[src/rtl/pixel_source.sv]
// Pixel source: buffers upstream RGB888 words in a FIFO, aligns them to frame boundaries and feeds the timing stage.
// Define PIXEL_SOURCE_STATS_EN to add the saturating underflow_cnt output.
module pixel_source #(
    parameter int HDISP      = 800,
    parameter int VDISP      = 480,
    parameter int DEPTH      = 64,
    parameter int FILL_LEVEL = 32
) (
    input  logic        pixel_clk,
    input  logic        pixel_rst,
    input  logic [23:0] s_data,
    input  logic        s_sof,
    input  logic        s_valid,
    output logic        s_ready,
    input  logic        frame_start,
    input  logic        pix_req,
    output logic [23:0] rgb,
    output logic        locked,
    output logic        underflow,
    output logic        misalign
`ifdef PIXEL_SOURCE_STATS_EN
    ,
    output logic [15:0] underflow_cnt
`endif
);

    localparam int PW        = $clog2(DEPTH);
    localparam int CW        = PW + 1;
    localparam int FRAME_PIX = HDISP * VDISP;
    localparam int IW        = (FRAME_PIX > 1) ? $clog2(FRAME_PIX) : 1;

    localparam logic [CW-1:0] DEPTH_C  = CW'(DEPTH);
    localparam logic [CW-1:0] FILL_C   = CW'(FILL_LEVEL);
    localparam logic [IW-1:0] LAST_IDX = IW'(FRAME_PIX - 1);

    typedef enum logic [1:0] {
        SEARCH,
        FILL,
        STREAM
    } state_t;

    state_t        state;
    state_t        state_next;

    logic [24:0]   mem [DEPTH];
    logic [PW-1:0] wr_ptr;
    logic [PW-1:0] rd_ptr;
    logic [CW-1:0] count;
    logic [IW-1:0] pix_idx;

    logic          hs;
    logic          push;
    logic          pop;
    logic          flush;
    logic          go_stream;
    logic          underflow_evt;
    logic          misalign_evt;
    logic [24:0]   head;
    logic [PW-1:0] wr_addr;

    assign s_ready = (count < DEPTH_C) || (state == SEARCH);
    assign locked  = (state == STREAM);
    assign hs      = s_valid && s_ready;
    assign head    = mem[rd_ptr];
    // A flush rewinds the FIFO, so a word accepted in that cycle lands at slot 0.
    assign wr_addr = flush ? '0 : wr_ptr;

    always_comb begin
        // NOTE: every output of this block gets a default first so no latch is inferred.
        state_next    = state;
        push          = 1'b0;
        pop           = 1'b0;
        flush         = 1'b0;
        go_stream     = 1'b0;
        underflow_evt = 1'b0;
        misalign_evt  = 1'b0;

        case (state)
            SEARCH: begin
                if (hs && s_sof) begin
                    push       = 1'b1;
                    state_next = FILL;
                end
            end

            FILL: begin
                push = hs;
                if (frame_start && (count >= FILL_C)) begin
                    state_next = STREAM;
                    go_stream  = 1'b1;
                end
            end

            STREAM: begin
                if (pix_req) begin
                    if (count == '0) begin
                        underflow_evt = 1'b1;
                    end else begin
                        pop          = 1'b1;
                        misalign_evt = (pix_idx == '0) ? !head[24] : head[24];
                    end
                end
                flush = underflow_evt || misalign_evt;
                // On a flush the incoming word is treated as if we were already searching.
                if (flush) begin
                    if (hs && s_sof) begin
                        push       = 1'b1;
                        state_next = FILL;
                    end else begin
                        state_next = SEARCH;
                    end
                end else begin
                    push = hs;
                end
            end

            default: state_next = SEARCH;
        endcase
    end

    always_ff @(posedge pixel_clk) begin
        // NOTE: sequential state uses non-blocking assignments so every register samples pre-edge values.
        if (pixel_rst) begin
            state     <= SEARCH;
            wr_ptr    <= '0;
            rd_ptr    <= '0;
            count     <= '0;
            pix_idx   <= '0;
            rgb       <= '0;
            underflow <= 1'b0;
            misalign  <= 1'b0;
        end else begin
            state <= state_next;

            if (flush) begin
                rd_ptr <= '0;
                wr_ptr <= push ? PW'(1) : '0;
                count  <= push ? CW'(1) : '0;
            end else begin
                if (push) wr_ptr <= wr_ptr + PW'(1);
                if (pop)  rd_ptr <= rd_ptr + PW'(1);
                case ({push, pop})
                    2'b10:   count <= count + CW'(1);
                    2'b01:   count <= count - CW'(1);
                    default: count <= count;
                endcase
            end

            if (go_stream) begin
                pix_idx <= '0;
            end else if (pop) begin
                pix_idx <= (pix_idx == LAST_IDX) ? '0 : pix_idx + IW'(1);
            end

            // A request that pops nothing (outside STREAM, or underflow) returns black.
            if (pop) begin
                rgb <= head[23:0];
            end else if (pix_req) begin
                rgb <= '0;
            end

            if (underflow_evt) underflow <= 1'b1;
            if (misalign_evt)  misalign  <= 1'b1;
        end
    end

    // NOTE: FIFO storage is not reset; pointers and count alone define which words are valid.
    always_ff @(posedge pixel_clk) begin
        if (push) begin
            mem[wr_addr] <= {s_sof, s_data};
        end
    end

`ifdef PIXEL_SOURCE_STATS_EN
    always_ff @(posedge pixel_clk) begin
        if (pixel_rst) begin
            underflow_cnt <= '0;
        end else if (underflow_evt && (underflow_cnt != 16'hFFFF)) begin
            underflow_cnt <= underflow_cnt + 16'd1;
        end
    end
`endif

endmodule

[config.mk]
export PLATFORM = sky130hd
export DESIGN_NAME = pixel_source
export DESIGN_NICKNAME = d
export VERILOG_FILES = /design/src/rtl/pixel_source.sv
export SDC_FILE = /design/constraint.sdc
export NUM_CORES = 2
export LEC_CHECK = 0
export CAP_MARGIN = 30
export CORE_MARGIN = 2
export CORE_UTILIZATION = 60
export CTS_CLUSTER_SIZE = 16
export DETAILED_ROUTE_END_ITERATION = 10
export PLACE_DENSITY = 0.8
export REMOVE_ABC_BUFFERS = 1
export SLEW_MARGIN = 30
export SYNTH_ARGS = -nofsm -noshare
export SYNTH_HDL_FRONTEND = slang
export SYNTH_SLANG_ARGS = --single-unit
[constraint.sdc]
create_clock -name pixel_clk -period 9.46 [get_ports pixel_clk]
set_input_delay 1.419 -clock pixel_clk [delete_from_list [all_inputs] [get_ports pixel_clk]]
set_output_delay 1.419 -clock pixel_clk [all_outputs]
set_load 0.03 [all_outputs]
==> metrics.md <==
| Metric | Value |
|---|---|
| Placed cells | 4185 |
| Die Area | 110000 um^2 |
| Flops & latches, synth | 1672 |
| Largest net degree at the start of global routing | 172 |
| Worst EP required | 9.85 ns |
| Dominant synthesized flop cell | edfxtp_1 |
| Met2 wire length | 78400 um |
| Worst Skew | 0.0266 ns |
| Leading area contributor after synthesis | edfxtp_1 |
| Fin crit share | 0.587 |
| Combinational cell fraction of total power | 0.015 |
| Resize count post-CTS | 0 |
| Switching pwr | 2.88 mW |
| Num CTS Buffers | 158 |
| Worst IR drop on VDD | 0.000178 V |
| Sw frac | 0.197 |
| Ratio of cells with drive above 1 in the final layout | 0.304 |
| Hpwl dp | 85800 um |
| Post-route ant nets | 0 |
| Placed cell area | 66800 um^2 |
| Slew headroom | 0.364 |
| Area growth from synthesis to layout | 11.9% |
| Core Box Area | 107000 um^2 |
| Final Critical Period | 5.56 ns |
| Number of max-cap violations | 0 |
| Post-synth EDFFs | 1600 |
| Max Clock Freq | 180 MHz |
| Synth Instances | 2775 |
| Critical path endpoint category | flip-flop |
| Synth async-reset ratio | 0 |
| GRT Total Usage | 0.302 |
| Core Rows | 120 |
| Reg power frac | 0.555 |
| Iteration-0 DRC Markers | 4660 |
| Wire length per cell | 36.3 um |
| H-tree depth | 4 |
| Postcts setup bufs | 0 |
| Clock root buffer | clkbuf_16 |
| Number of port buffers | 57 |
| Max layer used | met5 |
| Placer Congestion | 0.936 |
| Slew @ Worst Pin | 0.947 ns |
| Non-filler cells, final | 4475 |
| Final setup vio count | 0 |
| Met1 wire length | 57000 um |
| Outcome | complete, no violations |
| Leak pwr | 21.5 nW |
| CP Max Fanout | 98 |
| Congestion Overflow GR | 0 |
| CTS clk-pin slew, worst paths | 0.06 ns |
| Mapped Area | 64300 um^2 |
| Drt pass-1 iters | 6 |
| # DRC | 0 |
| RSZ-0062 raised after global routing | no |
| CTS Sinks | 1672 |
| Routed WL | 162000 um |
| Final slew viol count | 0 |
| Yosys cell types | 55 |
| Power density over cell area | 203 nW/um^2 |
| Post-CTS Hold Fix Bufs | 0 |
| Syn avg cell area | 23.2 um^2 |
| P_int | 11.8 mW |
| Die width | 331 um |
| I/O pins | 58 |
| Via Count | 31000 |
| Max clock buf depth | 3 |
| Synth area leaders | edfxtp_1 (75%), mux4_2 (18%), dfxtp_1 (2.2%), nor2_1 (0.64%), mux2i_1 (0.56%) |
| # nets final | 2980 |
| CP Class | flip-flop to flip-flop |
| HP Class | flip-flop to flip-flop |
| DR vias/cell | 6.92 |
| CTS tree | yes |
| Clock share of power | 0.430 |
| Synth warn | 0 |
| Sequential-to-total area share from yosys stat | 0.770 |
| Crit path DAT | 5.95 ns |
| TNS Setup | 0 ns |
| First-pass GRT wire length | 233000 um |
| Final worst hold slack | 0.503 ns |
| Die height | 331 um |
| Met3 routed WL | 19300 um |
| Count of final hold-check violations | 0 |
| Synth top area share | 0.747 |
| Starting Density | 0.603 |
| Final Instance Area | 71900 um^2 |
| Clock Latency Late Sink | 0.78 ns |
| Initial antenna violation count | 10 |
| Vias in the first global route | 31300 |
| Crit path launch type | flip-flop |
Yosys cell counts, types with 3 or more instances:
library cell	number
a22oi_1	15
nand2b_1	5
nor2_1	109
or2_1	5
xnor2_1	10
xor2_1	22
o21ai_1	5
or4_1	6
clkbuf_1	89
buf_1	9
o21ai_0	9
nand3_1	11
and3_1	8
ha_1	6
nor3_1	9
nand2_1	32
a211oi_1	4
buf_6	3
inv_1	6
nor2_2	6
and2_1	4
nor2b_1	39
mux4_2	504
nor4_1	5
mux2i_1	36
dfxtp_1	72
buf_2	48
nor2b_2	12
or3_1	3
edfxtp_1	1600
nand4_1	12
a21oi_1	41
path summary, 6_finish.rpt:
kind                   from           to  slack, ns  depth (start not counted)
hold reg to reg   rd_ptr[5]    flip-flop       0.50                          2
setup reg to reg  flip-flop  mem[12][13]       3.90                         11
setup / recovery  flip-flop  mem[12][13]       3.90                         11
hold / removal    rd_ptr[5]    flip-flop       0.50                          2
layout by cell type (no fill, tap or decap), types with 5 or more instances in the layout:
master / n
nand4_1: 12
nor3_1: 9
clkdlybuf4s50_1: 32
dfxtp_1: 67
inv_1: 6
xor2_1: 22
edfxtp_1: 1600
clkinv_1: 34
ha_1: 6
o21ai_0: 9
nor2b_2: 21
buf_2: 21
clkbuf_1: 33
a21oi_1: 41
nand3_1: 11
nand2_1: 32
nand2b_1: 5
mux2i_1: 36
clkbuf_16: 163
and3_1: 8
buf_12: 6
or4_1: 6
bufinv_16: 16
inv_6: 7
clkinv_2: 28
nor2b_1: 27
buf_4: 101
nor4_1: 5
mux4_2: 504
xnor2_1: 10
or2_1: 5
a22oi_1: 15
nor2_1: 75
nor2_2: 40
layout make-up:
cell class              count  area (um^2)
diodes                      1         2.50
well taps                1403         1760
repair buffers            162         1360
flip-flops and latches   1672        49500
clock inverters            90          851
inverters                   6         22.5
clock buffers             197         4220
multi-input cells         944        14200
fillers                  6243        34700
state kept, by name (all words and copies together) (netlist names), named ones only:
register / cells
count: 7
rgb: 24
state: 2
underflow: 1
rd_ptr: 6
wr_ptr: 6
mem: 1600
pix_idx: 19
misalign: 1
power groups by stage:
stage | combinational, mW | clock (mW) | sequential, mW
3_3_place_gp | 0.197 | 0 | 8.28
5_1_grt | 0.230 | 6.59 | 8.12
2_1_floorplan | 0.0432 | 0 | 8.28
4_1_cts | 0.215 | 6.36 | 8.12
3_5_place_dp | 0.213 | 0 | 8.28
6_report | 0.220 | 6.29 | 8.12
critical path: stages (launching register included):
cell and delay [ns]:
dfxtp_4 0.68, buf_12 0.31, buf_12 0.53, mux2i_1 0.21, a22oi_1 0.24, a21oi_1 0.14, nor4_4 0.47, mux2i_2 0.17
and3_1 0.43, nand4b_1 0.35, or3_1 0.68, nor2b_4 0.76
layer usage:
layer / GRT usage / up-vias
met5: 0 / -
met4: 0.124 / 10
met3: 0.0696 / 364
met2: 0.473 / 2269
met1: 0.419 / 16200
li1: - / 12100
kinds of logic (layout without fill, tap and decap cells):
kind of cell / Yosys count / count (layout) / synth area share
flops: 1672 / 1672 / 0.770
mux: 541 / 541 / 0.182
simple gates: 281 / 281 / 0.0234
buf+inv: 159 / 455 / 0.0110
compound gates: 84 / 84 / 0.00796
xor+xnor: 32 / 32 / 0.00436
fa+ha+maj: 6 / 6 / 0.00117
other cells: 0 / 1 / 0
stage by stage:
stage | setup WS, ns | util | total power [mW]
5_1_grt | 3.56 | 0.675 | 14.9
3_3_place_gp | 3.63 | 0.626 | 8.48
2_1_floorplan | -11.07 | - | 8.32
3_5_place_dp | 4.01 | 0.627 | 8.49
4_1_cts | 3.95 | 0.674 | 14.7
6_report | 3.90 | 0.675 | 14.6
(Power assumes the default switching activity.)
